`src/rtl/imm_pkg.sv`:
```
`default_nettype none
// +----------------------------------------------------------------------+
// | imm_pkg                                                              |
// | Shared format codes and widths for the immediate generator.          |
// | Revision: 1.0                                                        |
// +----------------------------------------------------------------------+
package imm_pkg;

    localparam int SRC_W  = 3;
    localparam int XLEN32 = 32;
    localparam int XLEN64 = 64;

    typedef enum logic [SRC_W-1:0] {
        IMM_I     = 3'd0,
        IMM_S     = 3'd1,
        IMM_B     = 3'd2,
        IMM_U     = 3'd3,
        IMM_J     = 3'd4,
        IMM_SHAMT = 3'd5,
        IMM_ZIMM  = 3'd6,
        IMM_RSVD  = 3'd7
    } imm_src_e;

endpackage
`default_nettype wire

```
`src/rtl/imm_format.sv`:
```
`default_nettype none
// +----------------------------------------------------------------------+
// | imm_format                                                           |
// | Combinational immediate extraction and extension for RV32I/RV64I.    |
// | Revision: 1.0                                                        |
// +----------------------------------------------------------------------+
module imm_format #(
    parameter int XLEN = imm_pkg::XLEN32
) (
    input  logic [31:0]               inst,
    input  logic [imm_pkg::SRC_W-1:0] src,
    output logic [XLEN-1:0]           imm,
    output logic                      illegal
);
    import imm_pkg::*;

    // Opcode/rd-low bits never feed any immediate.
    logic w_unused_opcode;
    assign w_unused_opcode = ^inst[6:0];

    always_comb begin
        imm     = '0;
        illegal = 1'b0;
        case (imm_src_e'(src))
            IMM_I:     imm = XLEN'($signed(inst[31:20]));
            IMM_S:     imm = XLEN'($signed({inst[31:25], inst[11:7]}));
            IMM_B:     imm = XLEN'($signed({inst[31], inst[7], inst[30:25],
                                            inst[11:8], 1'b0}));
            IMM_U:     imm = XLEN'($signed({inst[31:12], 12'b0}));
            IMM_J:     imm = XLEN'($signed({inst[31], inst[19:12], inst[20],
                                            inst[30:21], 1'b0}));
            IMM_SHAMT: imm = (XLEN == XLEN64) ? XLEN'(inst[25:20])
                                              : XLEN'(inst[24:20]);
            IMM_ZIMM:  imm = XLEN'(inst[19:15]);
            default:   illegal = 1'b1;
        endcase
    end

endmodule
`default_nettype wire

```
`src/rtl/imm_gen_pipe.sv`:
```
`default_nettype none
// +----------------------------------------------------------------------+
// | imm_gen_pipe                                                         |
// | Registered immediate generator behind a valid/ready skid buffer.     |
// | Revision: 1.0                                                        |
// +----------------------------------------------------------------------+
module imm_gen_pipe #(
    parameter int XLEN  = imm_pkg::XLEN32,
    parameter int SRC_W = imm_pkg::SRC_W
) (
    input  logic             clk,
    input  logic             rst_n,
    input  logic             flush,
    input  logic             in_valid,
    output logic             in_ready,
    input  logic [31:0]      in_inst,
    input  logic [SRC_W-1:0] in_imm_src,
    output logic             out_valid,
    input  logic             out_ready,
    output logic [XLEN-1:0]  out_imm,
    output logic             out_illegal
);
    import imm_pkg::*;

    generate
        if (XLEN != XLEN32 && XLEN != XLEN64) begin : g_bad_xlen
            $error("imm_gen_pipe: XLEN must be 32 or 64");
        end
        if (SRC_W != imm_pkg::SRC_W) begin : g_bad_src_w
            $error("imm_gen_pipe: SRC_W must match imm_pkg::SRC_W");
        end
    endgenerate

    logic [XLEN-1:0] w_new_imm;
    logic            w_new_illegal;
    logic            w_accept;

    logic            r_out_valid;
    logic [XLEN-1:0] r_out_imm;
    logic            r_out_illegal;
    logic            r_skid_valid;
    logic [XLEN-1:0] r_skid_imm;
    logic            r_skid_illegal;

    imm_format #(.XLEN(XLEN)) u_format (
        .inst    (in_inst),
        .src     (in_imm_src),
        .imm     (w_new_imm),
        .illegal (w_new_illegal)
    );

    // Ready depends on state only, so no ready path crosses the block.
    assign in_ready    = !r_skid_valid;
    assign w_accept    = in_valid && !r_skid_valid;
    assign out_valid   = r_out_valid;
    assign out_imm     = r_out_imm;
    assign out_illegal = r_out_illegal;

    always_ff @(posedge clk or negedge rst_n) begin
        if (!rst_n) begin
            r_out_valid    <= 1'b0;
            r_out_imm      <= '0;
            r_out_illegal  <= 1'b0;
            r_skid_valid   <= 1'b0;
            r_skid_imm     <= '0;
            r_skid_illegal <= 1'b0;
        end else if (flush) begin
            r_out_valid  <= 1'b0;
            r_skid_valid <= 1'b0;
        end else if (r_skid_valid && out_ready) begin
            r_out_imm     <= r_skid_imm;
            r_out_illegal <= r_skid_illegal;
            r_skid_valid  <= 1'b0;
        end else if (w_accept && (!r_out_valid || out_ready)) begin
            r_out_valid   <= 1'b1;
            r_out_imm     <= w_new_imm;
            r_out_illegal <= w_new_illegal;
        end else if (w_accept) begin
            r_skid_valid   <= 1'b1;
            r_skid_imm     <= w_new_imm;
            r_skid_illegal <= w_new_illegal;
        end else if (r_out_valid && out_ready) begin
            r_out_valid <= 1'b0;
        end
    end

endmodule
`default_nettype wire

```
`config.mk`:
```
export PLATFORM = sky130hd
export DESIGN_NAME = imm_gen_pipe
export DESIGN_NICKNAME = d
export VERILOG_FILES = /design/src/rtl/imm_pkg.sv /design/src/rtl/imm_format.sv /design/src/rtl/imm_gen_pipe.sv
export SDC_FILE = /design/constraint.sdc
export NUM_CORES = 1
export LEC_CHECK = 0
export ABC_CLOCK_PERIOD_IN_PS = 2500
export CAP_MARGIN = 10
export CORE_MARGIN = 3
export CORE_UTILIZATION = 51
export CTS_CLUSTER_SIZE = 24
export DETAILED_ROUTE_END_ITERATION = 16
export PLACE_DENSITY = 0.77
export REMOVE_ABC_BUFFERS = 1
export SYNTH_ARGS = -nofsm -noshare
export SYNTH_HDL_FRONTEND = slang
export SYNTH_HIERARCHICAL = 1
export SYNTH_SLANG_ARGS = --single-unit
```
`constraint.sdc`:
```
create_clock -name clk -period 2.5 [get_ports clk]
set_clock_uncertainty 0.15 [all_clocks]
set_input_delay 0.625 -clock clk [delete_from_list [all_inputs] [get_ports clk]]
set_output_delay 0.625 -clock clk [all_outputs]
set_load 0.01 [all_outputs]
```
==> summary.txt, run 1 <==
Run status
  – Outcome: finished clean

Cells and area
  – Nets: 396
  – Sequential Area: 1700 um2
  – Final instance area: about 4600 um2
  – Area grow syn2layout: 31.4%
  – Layout cells sized above 1: 0.393
  – Layout fillers: 458
  – Final core occ: 0.710
  – Area of the multi-input gates: around 1700 um2
  – Antenna diode count: 0

Floorplan
  – Die Span X: 89.2 um
  – Initial Utilization: 0.541
  – DIE AREA: 7960 um2
  – Die H: 89.2 um
  – Rows: 29
  – Placeable core area: 6530 um2
  – I/O pin cnt: 75

GRT
  – Vias in the first global route: between 2000 and 2500
  – Total grt overflow: 0
  – Initial antenna violation count: 0
  – First-pass GRT wire length: 12200 um
  – Overall routing resource usage: 0.201
  – Pin count of the biggest net entering global routing: 51

Route
  – Vias per cell: 5.66
  – DRT Wirelength: approximately 7500 um
  – Post-route ant nets: 0
  – DRC viols: 0
  – Vias: about 2500
  – Pre-Repair DR Iteration Count: 4
  – DR iter-0 viols: 99
  – Wire length per cell: 17.1 um

Worst setup path
  – Reg2Reg Launch Point: r_skid_valid
  – RR Endpoint: out_imm[16]
  – Gate family responsible for the most delay along the worst path: buffers and inverters
  – CP Max Fanout: 8
  – Buffer and inverter count on the worst path: 3
  – Endpoint class of the critical path: flip-flop
  – Slowest CP cell: clkdlybuf4s50_1
  – R2R Setup Slk: 0.61 ns
  – Arrival time at the worst endpoint: 2.57 ns
  – Crit-path cells: clkdlybuf4s50_1, buf_4, buf_4, nor2b_1, a21oi_1, o22ai_1, mux2_2, mux2_2
  – CP max stage delay: 0.47 ns
  – Critical path startpoint category: input port
  – R2R depth: 4
  – Crit Path Category: input port to flip-flop
  – Worst EP required: 2.63 ns

Timing
  – Post-layout minimum cycle time: 2.43 ns
  – Worst-Margin Slew: 0.546 ns
  – Final Max Tran Viols: 0
  – Total negative setup slack: 0 ns
  – Finish-stage setup viols: 0
  – Final period utilization: 0.974
  – Rel. slew slack: 0.636
  – RSZ-0062 raised after global routing: no
  – Final hold violations: 0
  – Setup ws final: between 0.06 and 0.07 ns
  – F_max: 411 MHz

Place
  – Placement Setup Slack: -0.271 ns
  – Dpl cell area: around 4400 um2
  – Port bufs: 67
  – Final HPWL DP: 5180 um
  – GP Congestion: 0.782

Clock network
  – Post_cts resized: 0
  – H-tree Lvls: 3
  – Clock buffer count from CTS: 9
  – Maximum root-to-sink buffer count: 2
  – Worst-Skew Late Latency: 0.34 ns
  – Post-CTS setup buffer count: 0
  – Hold buffer count at CTS: 0
  – CTS tree: built
  – Root buf cell: clkbuf_8
  – CTS Sinks: ~70
  – Clock Pin Slew Worst Setup and Hold Paths: around 0.07 ns

Logic synthesis
  – Async S/R FF share, synth: 1.00
  – Synth cell count leaders: 97 x mux2_2, 68 x dfrtp_1, 16 x a21oi_1, 12 x a21o_1, 10 x nor2b_1
  – Synth Flop Type: dfrtp_1
  – Most frequent cell after synthesis: mux2_2
  – EDFF count, synth: 0
  – Cell taking the most area after synthesis: dfrtp_1
  – Yosys top cell area share: 0.482
  – Synth unique cells: 33
  – Synth area leaders: dfrtp_1 48%, mux2_2 31%, a21o_1 2.6%
  – Yosys warns: 6
  – Gate Count Post-Synth: 276
  – Synthesized area: 3530 um2
  – Post-synthesis sequential element count: a little under 70
  – Synth Area per Inst: 12.8 um2
  – Post-synthesis sequential area ratio: 0.482

Run
  – Max Cap Violations: 0

Hold path
  – Worst Hold Class: input port to async pin

Power and ir drop
  – Leak: approximately 2.2 nW
  – Cell Pwr Density: 711 nW/um2
  – Worst vdd ir: 0.528 mV
==> metal layers <==
| layer | routed length, um | vias to the layer above | share of wire | GRT usage |
|---|---|---|---|---|
| met1 | 3320 | 1241 | 0.44 | 0.258 |
| met2 | 3740 | 59 | 0.50 | 0.330 |
| li1 | - | 1167 | - | - |
| met5 | 0 | - | 0 | 0 |
| met3 | 253 | 13 | 0.034 | 0.0396 |
| met4 | 162 | 0 | 0.022 | 0.0920 |
==> per-stage QoR <==
| step | power (mW) | instances | hold slack (ns) |
|---|---|---|---|
| 5_1_grt | 3.47 | 438 | 0.110 |
| 6_report | 3.30 | 438 | 0.0819 |
| 3_3_place_gp | 2.21 | 422 | 0.324 |
| 4_1_cts | 3.34 | 438 | 0.0853 |
| 2_1_floorplan | 1.83 | 255 | 0.179 |
| 3_5_place_dp | 2.25 | 422 | 0.332 |
==> how the worst max path moves through the flow <==
stage | endpoint | cells after the start | slack (ns) | startpoint
5_1_grt | out_imm[14] | 8 | 0.002 | in_imm_src[1]
4_1_cts | out_imm[14] | 8 | 0.09 | in_imm_src[1]
2_1_floorplan | r_skid_illegal | 3 | -0.10 | out_ready
6_report | out_imm[14] | 8 | 0.07 | in_imm_src[1]
3_3_place_gp | out_imm[3] | 6 | -0.23 | in_imm_src[0]
3_5_place_dp | out_imm[14] | 8 | -0.27 | in_imm_src[1]
==> sequential cells by signal (all words and copies together) (netlist names) <==
register / cells
out_imm: 32
r_skid_imm: 32
out_illegal: 1
out_valid: 1
r_skid_illegal: 1
r_skid_valid: 1
==> area by class of cell <==
type | count | area share
clock inverter | 6 | 0.0240
multi-input combinational | 183 | 0.363
sequential | 68 | 0.367
tap | 77 | 0.0208
clock buffer | 10 | 0.0275
timing repair buffer | 90 | 0.194
inverter | 4 | 0.00324
==> power by group <==
| group | switching (mW) | internal, mW | total, mW | leakage (nW) |
|---|---|---|---|---|
| registers | 0.105 | 1.32 | 1.43 | 0.875 |
| logic | 0.293 | 0.498 | 0.791 | 1.16 |
| clock network | 0.414 | 0.664 | 1.08 | 0.117 |
| total | 0.812 | 2.49 | 3.30 | 2.15 |
==> placed cells by master, fill, tap and decap left out, types with 5 or more instances in the layout <==
| cell | count |
|---|---|
| clkbuf_8 | 9 |
| buf_12 | 5 |
| o22ai_1 | 7 |
| nor2b_1 | 8 |
| o21ai_0 | 5 |
| nor3b_1 | 5 |
| a21oi_1 | 16 |
| dfrtp_1 | 68 |
| clkdlybuf4s50_1 | 66 |
| buf_4 | 18 |
| a21o_1 | 12 |
| mux2_2 | 97 |
| a22o_1 | 5 |
==> cell families (layout without fill, tap and decap cells) <==
kind of cell             count (synthesis)  after routing  share of synthesized area
multiplexers                           100            100                      0.319
flip-flops                              68             68                      0.482
AO/OA/AOI/OAI                           51             51                     0.0999
AND/OR/NAND/NOR                         31             31                     0.0542
buffers and inverters                   25            110                     0.0422
adder cells (fa/ha/maj)                  1              1                    0.00319
Power figures use the tool's default switching activity.
==> inputs of run 2 (changes only) <==
--- a/config.mk
+++ b/config.mk
@@ -11,6 +11,7 @@
 export CORE_UTILIZATION = 51
 export CTS_CLUSTER_SIZE = 24
 export DETAILED_ROUTE_END_ITERATION = 16
+export GPL_TIMING_DRIVEN = 0
 export PLACE_DENSITY = 0.77
 export REMOVE_ABC_BUFFERS = 1
 export SYNTH_ARGS = -nofsm -noshare
==> summary.txt, run 2 (same netlist as run 1, synthesis figures left out) <==
Timing
  – Final hold violations: 0 (unchanged)
  – Final period utilization: 0.952 (was 0.974)
  – Worst-Margin Slew: 0.843 ns (was 0.546 ns)
  – Post-layout minimum cycle time: 2.38 ns (was 2.43 ns)
  – F_max: 420 MHz (was 411 MHz)
  – RSZ-0062 raised after global routing: no (unchanged)
  – Finish-stage setup viols: 0 (unchanged)
  – Final Max Tran Viols: 0 (unchanged)
  – Setup ws final: 0.120 ns (was 0.0657 ns)
  – Rel. slew slack: 0.438 (was 0.636)

Place
  – GP Congestion: 0.811 (was 0.782)
  – Placement Setup Slack: -0.755 ns (was -0.271 ns)
  – Final HPWL DP: 5160 um (was 5180 um)
  – Port bufs: 67 (unchanged)

Clock network
  – Clock Pin Slew Worst Setup and Hold Paths: 0.08 ns (was 0.07 ns)
  – Worst-Skew Late Latency: 0.33 ns (was 0.34 ns)
  – Hold buffer count at CTS: 0 (unchanged)
  – H-tree Lvls: 3 (unchanged)
  – Maximum root-to-sink buffer count: 2 (unchanged)
  – CTS Sinks: 68 (unchanged)
  – Clock buffer count from CTS: 9 (unchanged)
  – CTS tree: built (unchanged)
  – Root buf cell: clkbuf_8 (unchanged)

Worst setup path
  – Endpoint class of the critical path: flip-flop (unchanged)
  – Slowest CP cell: clkdlybuf4s15_2 (was clkdlybuf4s50_1)
  – CP max stage delay: 0.42 ns (was 0.47 ns)
  – Crit-path cells: clkdlybuf4s15_2, nor2b_1, o21ba_1, a221o_1, mux2_2, mux2_2 (was clkdlybuf4s50_1, buf_4, buf_4, nor2b_1, a21oi_1, o22ai_1, mux2_2, mux2_2)
  – CP most frequent cell: mux2_2
  – R2R depth: 4 (unchanged)
  – Arrival time at the worst endpoint: 2.45 ns (was 2.57 ns)
  – CP Max Fanout: 21 (was 8)
  – Crit Path Category: input port to flip-flop (unchanged)
  – Critical path startpoint category: input port (unchanged)
  – Worst EP required: 2.57 ns (was 2.63 ns)

Cells and area
  – Commonest non-fill, non-tap cell in the layout: mux2_2 (unchanged)
  – Antenna diode count: 0 (unchanged)
  – Nets: 379 (was 396)
  – Area grow syn2layout: 25.7% (was 31.4%)
  – Commonest non-fill, non-tap cells in the layout: 97 x mux2_2, 68 x dfrtp_1, 63 x clkdlybuf4s50_1 (was 97 x mux2_2, 68 x dfrtp_1, 66 x clkdlybuf4s50_1)
  – Final core occ: 0.679 (was 0.710)
  – Layout cells sized above 1: 0.367 (was 0.393)

Floorplan
  – Placeable core area: 6530 um2 (unchanged)
  – Initial Utilization: 0.541 (unchanged)
  – Die Span X: 89.2 um (unchanged)
  – I/O pin cnt: 75 (unchanged)
  – DIE AREA: 7960 um2 (unchanged)
  – Rows: 29 (unchanged)
  – Die H: 89.2 um (unchanged)

GRT
  – Gr busiest metal: met2 (unchanged)
  – Met3 usage: 0.0461 (was 0.0396)
  – Initial antenna violation count: 0 (unchanged)
  – Vias in the first global route: 2446 (was 2469)
  – Met1 Use GR: 0.258 (about the same)
  – Pin count of the biggest net entering global routing: 69 (was 51)
  – Total grt overflow: 0 (unchanged)
  – Overall routing resource usage: 0.198 (was 0.201)
  – GR Util met2: 0.321 (was 0.330)
  – First-pass GRT wire length: 12100 um (was 12200 um)

Route
  – Wire length per cell: 17.4 um (was 17.1 um)
  – DR iter-0 viols: 144 (was 99)
  – Post-route ant nets: 0 (unchanged)
  – DRC viols: 0 (unchanged)
  – DRT Wirelength: 7310 um (was 7470 um)
  – Pre-Repair DR Iteration Count: 4 (unchanged)
  – Vias per cell: 5.78 (was 5.66)
  – Vias: 2429 (was 2480)

Run
  – Max Cap Violations: 0 (unchanged)

Power and ir drop
  – Flop pwr share: 0.468 (was 0.433)
  – Logic gate share of total power: 0.250 (was 0.240)
  – Worst vdd ir: 0.381 mV (was 0.528 mV)
  – Pint: 2.25 mW (was 2.49 mW)
  – Share of total power in the clock network: 0.282 (was 0.327)
  – Tot Pwr: 3.05 mW (was 3.30 mW)
  – Psw: 0.800 mW (was 0.812 mW)
  – Cell Pwr Density: 688 nW/um2 (was 711 nW/um2)
  – Leak: 2.05 nW (was 2.15 nW)
  – Sw Ratio: 0.262 (was 0.246)

Hold path
  – Worst Hold Class: input port to async pin (unchanged)

Run status
  – Outcome: finished clean (unchanged)
-- run 2: cell count changes in the layout (fill, tap and decap cells not counted), sizes merged --
cell,change
buf,-17
clkdlybuf4s50,-3
clkinv,+3
bufinv,-2
clkbuf,+2
clkdlybuf4s15,+1
clkinvlp,-1
inv,-1
-- run 2: what timing repair did --
action | in CTS | in global routing
setup endpoints to repair | 59 | 17
hold endpoints to repair | 0 | 0
setup buffers | 1 | 0
pin swaps | 1 | 0
resized for setup | 6 | 5
-- run 2: routing by layer --
layer,wire (um),share of wire
met1,3180,0.43
met2,3730,0.51
met3,287,0.039
met4,116,0.016
met5,0,0
-- run 2: final timing paths --
kind / slack [ns] / endpoint / from
max: 0.12 / out_imm[4] / in_imm_src[0]
min in group clk: 0.35 / r_skid_imm[31] / r_skid_imm[31]
max in group asynchronous: 1.41 / out_imm[3] / rst_n
max reg2reg: 0.34 / out_imm[16] / r_skid_valid
min reg2reg: 0.35 / r_skid_imm[31] / r_skid_imm[31]
min: 0.22 / out_imm[13] / rst_n
-- run 2: metrics by stage --
stage / setup TNS (ns) / cells / hold WS (ns) / area [um2]
2_1_floorplan: -3.46 / 255 / 0.179 / 3400
3_3_place_gp: -188.13 / 399 / 0.328 / 4160
3_5_place_dp: -31.95 / 404 / 0.334 / 4250
4_1_cts: 0 / 420 / 0.277 / 4440
5_1_grt: 0 / 420 / 0.291 / 4440
6_report: 0 / 420 / 0.222 / 4440
-- run 2: power groups by stage --
stage	Sequential (mW)	Clock [mW]	Combinational [mW]
after floorplan	1.48	0	0.346
after global placement	1.44	0	0.746
after detailed placement	1.45	0	0.770
after CTS	1.43	0.879	0.774
after global routing	1.46	0.937	0.828
final	1.43	0.861	0.763
-- run 2: area by class of cell --
type                       instances  area (um2)
tap                               77        96.3
clock buffer                      10         128
fill                             461        2090
sequential                        68        1700
inverter                           4        15.0
clock inverter                     5        53.8
multi-input combinational        183        1690
timing repair buffer              73         754
-- run 2: critical path: cells and delay by family --
kind | cells | cell delay (ns)
AND/OR/NAND/NOR | 1 | 0.22
multiplexers | 2 | 0.52
AO/OA/AOI/OAI | 2 | 0.66
buffers and inverters | 1 | 0.42
==> inputs of run 3 (changes only) <==
--- a/config.mk
+++ b/config.mk
@@ -8,11 +8,11 @@
 export ABC_CLOCK_PERIOD_IN_PS = 2500
 export CAP_MARGIN = 10
 export CORE_MARGIN = 3
-export CORE_UTILIZATION = 51
+export CORE_UTILIZATION = 45
 export CTS_CLUSTER_SIZE = 24
 export DETAILED_ROUTE_END_ITERATION = 16
 export GPL_TIMING_DRIVEN = 0
-export PLACE_DENSITY = 0.77
+export PLACE_DENSITY = 0.69
 export REMOVE_ABC_BUFFERS = 1
 export SYNTH_ARGS = -nofsm -noshare
 export SYNTH_HDL_FRONTEND = slang
==> summary.txt, run 3 (same netlist as run 1, synthesis figures left out) <==
Run status
  – Outcome: finished clean (unchanged)

Timing
  – RSZ-0062 raised after global routing: no (unchanged)
  – Final hold violations: 0 (unchanged)
  – Worst-Margin Slew: 0.861 ns (was 0.843 ns)
  – Rel. slew slack: 0.426 (was 0.438)
  – Total negative setup slack: 0 ns (unchanged)
  – Final Max Tran Viols: 0 (unchanged)
  – F_max: 418 MHz (was 420 MHz)
  – WHS: 0.245 ns (was 0.222 ns)
  – Finish-stage setup viols: 0 (unchanged)
  – Final period utilization: 0.956 (was 0.952)
  – Post-layout minimum cycle time: 2.39 ns (was 2.38 ns)

Floorplan
  – Placeable core area: 7450 um2 (was 6530 um2)
  – Die Span X: 94.6 um (was 89.2 um)
  – Rows: 31 (was 29)
  – Die H: 94.6 um (was 89.2 um)
  – DIE AREA: 8950 um2 (was 7960 um2)
  – Initial Utilization: 0.474 (was 0.541)
  – I/O pin cnt: 75 (unchanged)

Worst setup path
  – Critical path startpoint category: input port (unchanged)
  – CP Max Fanout: 21 (unchanged)
  – R2R Setup Slk: 0.43 ns (was 0.34 ns)
  – CP max stage delay: 0.43 ns (was 0.42 ns)
  – Buffer and inverter count on the worst path: 1 (unchanged)
  – CP most frequent cell: mux2_2 (unchanged)
  – Reg2Reg Launch Point: r_skid_valid (unchanged)
  – Endpoint class of the critical path: flip-flop (unchanged)
  – Worst EP required: 2.58 ns (was 2.57 ns)
  – Arrival time at the worst endpoint: 2.47 ns (was 2.45 ns)
  – Gate family responsible for the most delay along the worst path: compound AO/OA/AOI/OAI gates (unchanged)
  – Crit-path cells: clkdlybuf4s15_2, nor2b_1, o21ba_1, a221o_1, mux2_2, mux2_2 (unchanged)
  – RR Endpoint: out_imm[7] (was out_imm[16])
  – Crit Path Category: input port to flip-flop (unchanged)
  – Slowest CP cell: clkdlybuf4s15_2 (unchanged)
  – Stages on worst setup path: 6 (unchanged)
  – Worst Setup SP: in_imm_src[0] (unchanged)
  – CP Capture Point: out_imm[2] (was out_imm[4])
  – R2R depth: 3 (was 4)

Cells and area
  – Area grow syn2layout: 27.4% (was 25.7%)
  – Nets: 378 (was 379)
  – Commonest non-fill, non-tap cells in the layout: 97 x mux2_2, 68 x dfrtp_1, 63 x clkdlybuf4s50_1 (unchanged)
  – Final instance area: 4500 um2 (was 4440 um2)
  – Layout cells sized above 1: 0.367 (unchanged)
  – Post-route non-filler standard cell count: 442 (was 420)
  – Final core occ: 0.604 (was 0.679)
  – Antenna diode count: 0 (unchanged)
  – Commonest non-fill, non-tap cell in the layout: mux2_2 (unchanged)

Clock network
  – Root buf cell: clkbuf_8 (unchanged)
  – CTS Sinks: 68 (unchanged)
  – Maximum root-to-sink buffer count: 2 (unchanged)
  – CTS tree: built (unchanged)
  – Clock buffer count from CTS: 9 (unchanged)
  – Clock Pin Slew Worst Setup and Hold Paths: 0.07 ns (was 0.08 ns)
  – Worst-Skew Late Latency: 0.34 ns (was 0.33 ns)
  – H-tree Lvls: 3 (unchanged)

Place
  – Dpl cell area: 4240 um2 (was 4250 um2)
  – GP Congestion: 0.783 (was 0.811)
  – Final HPWL DP: 5010 um (was 5160 um)
  – Placed cell count: 424 (was 404)
  – Port bufs: 67 (unchanged)

Run
  – Max Cap Violations: 0 (unchanged)

Power and ir drop
  – Leak: 2.06 nW (was 2.05 nW)
  – Cell Pwr Density: 730 nW/um2 (was 688 nW/um2)
  – Worst vdd ir: 0.462 mV (was 0.381 mV)

Route
  – DR iter-0 viols: 145 (was 144)
  – DRC viols: 0 (unchanged)
  – DRT Wirelength: 7430 um (was 7310 um)
  – Wire length per cell: 16.8 um (was 17.4 um)
  – Post-route ant nets: 0 (unchanged)
  – Vias: 2349 (was 2429)
  – Pre-Repair DR Iteration Count: 4 (unchanged)
  – Vias per cell: 5.31 (was 5.78)

GRT
  – Pin count of the biggest net entering global routing: 69 (unchanged)
  – First-pass GRT wire length: 12700 um (was 12100 um)
  – Overall routing resource usage: 0.184 (was 0.198)
  – Initial antenna violation count: 0 (unchanged)
  – Total grt overflow: 0 (unchanged)
  – Vias in the first global route: 2563 (was 2446)

Hold path
  – Worst Hold Class: input port to async pin (unchanged)
run 3: metal layers:
metal  vias up  GRT usage  part of all wire
li1       1124          -                 -
met1      1170      0.251              0.48
met2        47      0.295              0.48
met3         8     0.0359             0.030
met4         0     0.0613             0.012
met5         -          0                 0
run 3: cell type report:
| type | count | area [um2] |
|---|---|---|
| timing repair buffer | 72 | 732 |
| tap | 99 | 124 |
| inverter | 4 | 15.0 |
| clock buffer | 10 | 128 |
| sequential | 68 | 1700 |
| multi-input combinational | 183 | 1690 |
| clock inverter | 6 | 111 |
| fill | 622 | 2950 |
run 3: power breakdown:
group	leakage, nW	internal (mW)	switching, mW	total (mW)
registers	0.875	1.32	0.103	1.43
clock network	0.117	0.665	0.431	1.10
logic	1.07	0.475	0.287	0.762
total	2.06	2.46	0.821	3.29
run 3: how the worst min path moves through the flow:
stage / from / endpoint / slack [ns] / cells after the start
2_1_floorplan: rst_n / out_illegal / 0.18 / 0
3_3_place_gp: out_imm[7] / out_imm[7] / 0.33 / 1
3_5_place_dp: out_imm[7] / out_imm[7] / 0.33 / 1
4_1_cts: rst_n / out_imm[17] / 0.28 / 1
5_1_grt: rst_n / out_imm[17] / 0.33 / 1
6_report: rst_n / out_imm[17] / 0.25 / 1
run 3: stage by stage:
| step | power, mW | worst slack, ns |
|---|---|---|
| 2_1_floorplan | 1.83 | -0.105 |
| 3_3_place_gp | 2.19 | -1.71 |
| 6_report | 3.29 | 0.109 |
| 4_1_cts | 3.33 | 0.0553 |
| 3_5_place_dp | 2.22 | -0.769 |
| 5_1_grt | 3.47 | 0.0242 |
run 3: timing repair:
action                     4_1_cts  5_1_grt
hold buffers                     0        0
setup buffers                    2        0
setup endpoints to repair       55       16
pin swaps                        2        0
gates resized for setup          7        3
